## src/rtl/riscv_multicycle_ctrl.sv

```systemverilog
// Multi-cycle RV64 control FSM: FETCH/DECODE/EXEC/MEM/WB/TRAP sequencing, a data-memory
// ready handshake with timeout, and illegal-opcode trapping.
// Optional macro PERF_CNT_EN enables the retired / stall_cycles performance counters;
// when undefined both outputs are tied to zero.
module riscv_multicycle_ctrl #(
    parameter int unsigned MEM_TIMEOUT = 15,
    parameter int unsigned CNT_W       = 32
) (
    input  logic             clk_i,
    input  logic             rst_ni,
    input  logic             run_i,
    input  logic [6:0]       opcode_i,
    input  logic [2:0]       funct3_i,
    input  logic             funct7_5_i,
    input  logic             zero_i,
    input  logic             mem_ready_i,
    output logic             ir_write_o,
    output logic             pc_write_o,
    output logic             pc_src_o,
    output logic             reg_write_o,
    output logic             alu_src_o,
    output logic [3:0]       alu_op_o,
    output logic             mem_read_o,
    output logic             mem_write_o,
    output logic             mem_to_reg_o,
    output logic             trap_o,
    output logic [1:0]       trap_cause_o,
    output logic [2:0]       state_o,
    output logic [CNT_W-1:0] retired_o,
    output logic [CNT_W-1:0] stall_cycles_o
);

    typedef enum logic [2:0] {
        StFetch  = 3'd0,
        StDecode = 3'd1,
        StExec   = 3'd2,
        StMem    = 3'd3,
        StWb     = 3'd4,
        StTrap   = 3'd5
    } state_e;

    typedef enum logic [2:0] {
        ClsR   = 3'd0,
        ClsI   = 3'd1,
        ClsLd  = 3'd2,
        ClsSd  = 3'd3,
        ClsBeq = 3'd4
    } cls_e;

    localparam logic [7:0] TmoLimit = 8'(MEM_TIMEOUT);

    state_e     state_q, state_d;
    cls_e       cls_q, cls_d;
    logic [3:0] alu_op_q, alu_op_d;
    logic [7:0] tmo_q, tmo_d;
    logic [1:0] cause_q, cause_d;
    logic [7:0] tmo_inc;

    assign tmo_inc = tmo_q + 8'd1;

    // State register: FSM state, latched class/ALU op, timeout counter, trap cause.
    always_ff @(posedge clk_i or negedge rst_ni) begin
        if (!rst_ni) begin
            state_q  <= StFetch;
            cls_q    <= ClsR;
            alu_op_q <= 4'b0000;
            tmo_q    <= 8'd0;
            cause_q  <= 2'b00;
        end else begin
            state_q  <= state_d;
            cls_q    <= cls_d;
            alu_op_q <= alu_op_d;
            tmo_q    <= tmo_d;
            cause_q  <= cause_d;
        end
    end

    // Next-state logic; class and ALU op are captured in DECODE so later outputs ignore opcode.
    always_comb begin
        state_d  = state_q;
        cls_d    = cls_q;
        alu_op_d = alu_op_q;
        tmo_d    = tmo_q;
        cause_d  = cause_q;
        case (state_q)
            StFetch: if (run_i) state_d = StDecode;
            StDecode: begin
                state_d = StExec;
                case (opcode_i)
                    7'b0110011: begin
                        cls_d = ClsR;
                        case (funct3_i)
                            3'b000:  alu_op_d = funct7_5_i ? 4'b0110 : 4'b0010;
                            3'b111:  alu_op_d = 4'b0000;
                            3'b110:  alu_op_d = 4'b0001;
                            default: begin
                                state_d = StTrap;
                                cause_d = 2'b01;
                            end
                        endcase
                    end
                    7'b0010011: begin cls_d = ClsI;   alu_op_d = 4'b0010; end
                    7'b0000011: begin cls_d = ClsLd;  alu_op_d = 4'b0010; end
                    7'b0100011: begin cls_d = ClsSd;  alu_op_d = 4'b0010; end
                    7'b1100011: begin cls_d = ClsBeq; alu_op_d = 4'b0110; end
                    default: begin
                        state_d = StTrap;
                        cause_d = 2'b01;
                    end
                endcase
            end
            StExec: begin
                case (cls_q)
                    ClsBeq:       state_d = StFetch;
                    ClsLd, ClsSd: state_d = StMem;
                    default:      state_d = StWb;
                endcase
            end
            StMem: begin
                if (mem_ready_i) begin
                    state_d = (cls_q == ClsSd) ? StFetch : StWb;
                    tmo_d   = 8'd0;
                end else if (tmo_inc == TmoLimit) begin
                    state_d = StTrap;
                    cause_d = 2'b10;
                    tmo_d   = 8'd0;
                end else begin
                    tmo_d = tmo_inc;
                end
            end
            StWb:    state_d = StFetch;
            StTrap:  state_d = StTrap;
            default: state_d = StFetch;
        endcase
    end

    // Output decode from registered state and latched class.
    always_comb begin
        ir_write_o   = 1'b0;
        pc_write_o   = 1'b0;
        pc_src_o     = 1'b0;
        reg_write_o  = 1'b0;
        alu_src_o    = 1'b0;
        alu_op_o     = 4'b0000;
        mem_read_o   = 1'b0;
        mem_write_o  = 1'b0;
        mem_to_reg_o = 1'b0;
        if (state_q == StExec || state_q == StMem || state_q == StWb) begin
            alu_op_o  = alu_op_q;
            alu_src_o = (cls_q == ClsI) || (cls_q == ClsLd) || (cls_q == ClsSd);
        end
        case (state_q)
            StFetch: ir_write_o = run_i;
            StExec: begin
                if (cls_q == ClsBeq) begin
                    pc_write_o = 1'b1;
                    pc_src_o   = zero_i;
                end
            end
            StMem: begin
                mem_read_o  = (cls_q == ClsLd);
                mem_write_o = (cls_q == ClsSd);
                pc_write_o  = mem_ready_i && (cls_q == ClsSd);
            end
            StWb: begin
                reg_write_o  = 1'b1;
                pc_write_o   = 1'b1;
                mem_to_reg_o = (cls_q == ClsLd);
            end
            default: ;
        endcase
    end

    assign trap_o       = (state_q == StTrap);
    assign trap_cause_o = cause_q;
    assign state_o      = state_q;

`ifdef PERF_CNT_EN
    logic             retire;
    logic             stall;
    logic [CNT_W-1:0] retired_q;
    logic [CNT_W-1:0] stall_q;

    assign retire = ((state_q == StExec) && (cls_q == ClsBeq)) ||
                    ((state_q == StMem) && mem_ready_i && (cls_q == ClsSd)) ||
                    (state_q == StWb);
    assign stall  = (state_q == StMem) && !mem_ready_i;

    // Performance counters, wrapping modulo 2^CNT_W.
    always_ff @(posedge clk_i or negedge rst_ni) begin
        if (!rst_ni) begin
            retired_q <= '0;
            stall_q   <= '0;
        end else begin
            if (retire) retired_q <= retired_q + CNT_W'(1);
            if (stall)  stall_q   <= stall_q + CNT_W'(1);
        end
    end

    assign retired_o      = retired_q;
    assign stall_cycles_o = stall_q;
`else
    assign retired_o      = '0;
    assign stall_cycles_o = '0;
`endif

endmodule

```

## config.mk

```make
export PLATFORM = sky130hd
export DESIGN_NAME = riscv_multicycle_ctrl
export DESIGN_NICKNAME = d
export VERILOG_FILES = /design/src/rtl/riscv_multicycle_ctrl.sv
export SDC_FILE = /design/constraint.sdc
export NUM_CORES = 1
export LEC_CHECK = 0
export CORE_AREA = 3 3 64 81
export CTS_BUF_LIST = sky130_fd_sc_hd__clkbuf_2 sky130_fd_sc_hd__clkbuf_4 sky130_fd_sc_hd__clkbuf_8
export DETAILED_ROUTE_END_ITERATION = 16
export DIE_AREA = 0 0 67 84
export PLACE_DENSITY = 0.93
export REMOVE_ABC_BUFFERS = 1
export SKIP_LAST_GASP = 1
export SYNTH_ARGS = -nofsm -noshare
export SYNTH_HDL_FRONTEND = slang
export SYNTH_SLANG_ARGS = --single-unit
```

## constraint.sdc

```tcl
create_clock -name clk_i -period 2.7 [get_ports clk_i]
set_input_delay 0.54 -clock clk_i [delete_from_list [all_inputs] [get_ports clk_i]]
set_output_delay 0.54 -clock clk_i [all_outputs]
set_load 0.02 [all_outputs]
```

After elaboration in Yosys (flattened, before gate mapping)
Cells that the tools add are included.
{ "word_totals": {"word_cells": 78, "reg_bits": 20, "in_bits": 16, "out_inout_bits": 82} }
{ "op_classes": {"mux": 30, "add_sub_neg": 1, "reduce_logical": 18, "eq_ne": 24} }
{ "ops": {"columns": ["op", "n"], "rows": [
  ["3-bit case mux with 5 select lines", 2],
  ["4-bit case mux with 3 select lines", 2],
  ["3-bit two-way mux", 6],
  ["8-bit two-way mux", 2],
  ["3-bit equality test, second input constant", 5],
  ["7-bit by 6-bit equality test with 1-bit output, second input constant", 2],
  ["3-bit by 2-bit equality test with 1-bit output, second input constant", 4],
  ["3-bit case mux with 2 select lines", 2],
  ["1-bit two-way mux", 9],
  ["8-bit by 1-bit adder with 8-bit output, second input constant", 1],
  ["8-bit by 4-bit equality test with 1-bit output, second input constant", 1],
  ["2-bit != test, second input constant", 4],
  ["2-bit case mux with 2 select lines", 2],
  ["7-bit by 2-bit equality test with 1-bit output, second input constant", 1],
  ["7-bit by 5-bit equality test with 1-bit output, second input constant", 1],
  ["7-bit equality test, second input constant", 1],
  ["3-bit by 1-bit equality test with 1-bit output, second input constant", 2],
  ["3-bit zero test", 2],
  ["2-bit two-way mux", 3],
  ["3-bit != test, second input constant", 2],
  ["3-bit OR reduction", 2],
  ["5-bit AND reduction", 1],
  ["5-bit nonzero test", 1],
  ["1-bit logical OR", 4],
  ["other kinds (10)", 11]
]} }

Depth between registers and ports, before layout
Gate-level depths: netlist (run 1).
{ "logic_depth": {"word_depth": 5, "depth_mapped": 8} }

Worst setup path after synthesis (run 1)
OpenSTA, ideal clock, no wires.
{ "synth_path": {"path_kind": "flip-flop to output port", "start": "register state_q[2] (netlist: state_o[2])", "end": "output alu_src_o", "required_time_ps": 2160, "t_arrival_ps": 1802, "slack_ps": 358, "path_stages_with_launch": 5, "cell_sequence": "dfrtp_1 > nor2b_1 > nor2b_1 > nor2_1 > nor3_1"} }
{ "synth_via": {"elab_chain_cells": 4, "word_cells_on_any_way": 6, "cone_classes": "eq/ne (3); mux (1); reduce/logical (2)"} }
{ "synth_lines": {"columns": ["element", "line", "rtl"], "rows": [
  ["from (decl)", "52", "state_e state_q, state_d;"],
  ["from (signal assigned)", "64", "state_q <= StFetch;"],
  ["from (signal assigned)", "70", "state_q <= state_d;"],
  ["3-bit by 2-bit equality test with 1-bit output", "148", "if (state_q == StExec || state_q == StMem || state_q == StWb) begin"],
  ["1-bit logical OR", "148", null],
  ["1-bit logical OR (*)", "148", null],
  ["1-bit two-way mux (*)", "148", null],
  ["to (decl)", "21", "output logic alu_src_o,"]
]} }
Every way passes the cells marked *; elsewhere a longest branch is shown, timed or not.

Final worst setup path (run 1)
{ "layout_path": {"start": "register state_q[2] (netlist: state_o[2])", "end": "output alu_op_o[0]"} }
{ "layout_via": {"elab_chain_cells": 4, "word_cells_on_any_way": 6, "cone_classes": "eq/ne (3); mux (1); reduce/logical (2)"} }
{ "layout_lines": {"columns": ["element", "line", "rtl"], "rows": [
  ["3-bit by 2-bit equality test with 1-bit output", "148", null],
  ["1-bit logical OR", "148", null],
  ["1-bit logical OR (*)", "148", null],
  ["4-bit two-way mux (*)", "148", null],
  ["to (decl)", "22", "output logic [3:0] alu_op_o,"]
]} }
Marked as above.

==> flow_summary.yaml, run 1 <==
grt:
  wire_length_of_the_first_global_routing_pass_um: 5947
  gr-usage-all-layers: 0.1346
  antenna_found_initial: 0
  overflow: 0
  grt_start_max_net_pins: 20
  grt_pass1_vias: 1317
synth:
  synth-warning-count: 0
  synth.ff_latch_count: 19
  synth-edff-count: 0
  synth.area.top_cells: "buf_4 (28%), dfrtp_1 (26%), nand2b_1 (3.1%)"
  synthMostInstantiatedCell: "buf_4"
  largest_area_contributor_in_the_netlist: "buf_4"
  synthCells: 221
  synth.top_cell.area_share: 0.2761
  synth.avg_cell_area_um2: 8.243
  dominantRegCellSynth: "dfrtp_1"
  synth.lib_cells_used.distinct: 46
  synth_async_sr_flop_share: 1.000
  synth_area_um2: 1822
  ys_top_cells_by_count: "buf_4 (67), dfrtp_1 (19), nor2_1 (15)"
  seq_area_frac_synth: 0.2610
sta:
  hold-worst-slack_ns: 0.4738
  final.setup.worst_slack_ns: 0.1463
  maxClockFrequency_mhz: 391.6
  final-max-slew-violation-count: 0
  timing.final.hold_violations: 0
  worst-slew-pin-transition_ns: 0.8660
  timing.clock.skew_ns: 0.007009
  setup_violations: 0
  rsz0062_at_grt: "no"
  post-route-min-period_ns: 2.554
  slew_headroom: 0.4208
  final.period_utilization: 0.9458
  fin_tns_setup_ns: 0
drt:
  postRouteAntennaNets: 0
  route.vias.total: 1490
  drt_pass1_iterations: 4
  detail_route.wirelength_um: 3771
  drt_first_iter_violations: 118
  detail_route.drc_violations: 0
  avgViaCountPerCell: 4.760
  drt-wirelength-per-cell_um: 12.05
cts:
  cts_setup_buffers: 0
  cts_tree: "done"
  worstSkewPairLatency_ns: 0.27
  cts_root_buffer: "clkbuf_8"
  cts_htree_levels: 1
  cts_inserted_buffers: 3
  cts_max_path_buffers: 2
  numClockSinks: 19
  clk_pin_slew_worst_setup_hold_paths_ns: 0.08
cells_and_area:
  seqCellArea_um2: 475.5
  postLayoutCoreUtil: 0.4484
  synthesis_to_finish_area_growth_pct: 9.753
  antenna_cells: 0
  multi_input_comb_area_um2: 1025
  final.fill_count: 451
  drive_gt1_frac: 0.07059
  layout.nets: 274
hold_path:
  holdCritPathClass: "reg -> reg"
floorplanning:
  rows: 27
  io_pins: 98
  die_height_um: 84
  effective_utilization_at_floorplan: 0.4085
  die_area_um2: 5628
  floorplan.die.width_um: 67
  fp.coreArea_um2: 4459
setup_path:
  setup.worst_path.end_class: "output port"
  critPathArrivalTime_ns: 2.01
  setup.worst_path.class: "reg -> out"
  critical_path.startpoint_type: "flip-flop"
  data_required_time_at_the_worst_endpoint_ns: 2.16
  path_max_fanout: 7
power:
  power.density_nw_per_um2: 634.6
  vdd_ir_drop_max_mv: 0.3192
  total_leakage_power_nw: 0.9175
  fin_total_pwr_mw: 1.269
run:
  maxCapViolations: 0
place:
  post-dp-hpwl_um: 3019
  place.port_buffers: 32
  gp_routability_congestion: 0.8508
  dp_worst_setup_slack_ns: 0.1877
status:
  run_status: "finished, final reports clean"
state kept, by name, summed over array words and instances, names as in the netlist:
name,cells
alu_op_q,3
trap_cause_o,2
state_o,3
tmo_q,8
cls_q,3
worst max-delay path, stage by stage, from the launching register on:
cell and delay (ns):
dfrtp_1 0.45, nor2b_1 0.23, nor2b_2 0.21, nor2_1 0.11, nor2b_1 0.12, clkdlybuf4s50_1 0.62
repair_timing:
item | 4_1_cts | 5_1_grt
hold buffers | 0 | 0
gates resized for setup | 0 | 3
endpoints found under the setup margin | 0 | 6
endpoints found under the hold margin | 0 | 0
path summary, 6_finish.rpt:
kind	from	endpoint	slack, ns	depth (start not counted)
worst max-delay path	state_o[2]	alu_op_o[0]	0.15	5
worst min-delay path	alu_op_q[0]	alu_op_q[0]	0.47	2
worst max register to register	tmo_q[0]	tmo_q[2]	0.58	7
worst min register to register	alu_op_q[0]	alu_op_q[0]	0.47	2
max in group asynchronous	rst_ni	tmo_q[6]	1.41	1
min in group asynchronous	rst_ni	tmo_q[3]	0.76	1
final cells by class:
type | count | share of cell area
Sequential cell | 19 | 0.2378
Clock inverter | 1 | 0.003755
Clock buffer | 3 | 0.02065
Multi-Input combinational cell | 191 | 0.5125
Inverter | 4 | 0.007509
Timing Repair Buffer | 37 | 0.1815
Tap cell | 58 | 0.03630
where the power goes:
part,switching [mW],internal [mW]
logic,0.397,0.257
registers,0.0610,0.339
clock network,0.110,0.105
through the flow:
stage | instances | instance area (um2)
2_1_floorplan | 214 | 1513
3_3_place_gp | 309 | 1943
3_5_place_dp | 309 | 1943
4_1_cts | 313 | 1992
5_1_grt | 313 | 1999
6_report | 313 | 1999
cells in the final DEF (no fill, tap or decap), types with 2 or more instances in the layout:
| master | count |
|---|---|
| o21ai_0 | 6 |
| clkdlybuf4s50_1 | 30 |
| and2_1 | 3 |
| and3_1 | 3 |
| nor2_1 | 15 |
| a31oi_1 | 5 |
| or3_1 | 2 |
| ha_1 | 2 |
| a21oi_1 | 5 |
| nand3_1 | 9 |
| nand2b_1 | 9 |
| a21o_1 | 3 |
| buf_4 | 5 |
| dlymetal6s2s_1 | 2 |
| clkbuf_8 | 3 |
| nor2b_1 | 8 |
| nand2_1 | 13 |
| conb_1 | 65 |
| o31ai_1 | 5 |
| o21ai_1 | 9 |
| nor3_1 | 5 |
| dfrtp_1 | 19 |
| inv_1 | 4 |
layer usage:
layer	share of wire	GRT usage	up-vias
li1	-	-	699
met1	0.35	0.1482	690
met2	0.52	0.2406	94
met3	0.11	0.03774	7
met4	0.017	0.04244	0
met5	0	0	-
cell families after synthesis:
logic type      after synthesis  synth area share
simple gates                 76            0.2191
flops                        19            0.2610
buf+inv                      75            0.3097
fa+ha+maj                     2           0.01373
other cells                   1          0.002058
xor+xnor                      1          0.004809
compound gates               45            0.1779
mux                           2           0.01168
(Power assumes the default switching activity.)
==> run 2, diff against run 1 <==
--- a/config.mk
+++ b/config.mk
@@ -5,6 +5,7 @@
 export SDC_FILE = /design/constraint.sdc
 export NUM_CORES = 1
 export LEC_CHECK = 0
+export CAP_MARGIN = 20
 export CORE_AREA = 3 3 64 81
 export CTS_BUF_LIST = sky130_fd_sc_hd__clkbuf_2 sky130_fd_sc_hd__clkbuf_4 sky130_fd_sc_hd__clkbuf_8
 export DETAILED_ROUTE_END_ITERATION = 16
==> results of run 2 <==
Same layout as run 1: the final DEF is identical, and so are final timing and power.
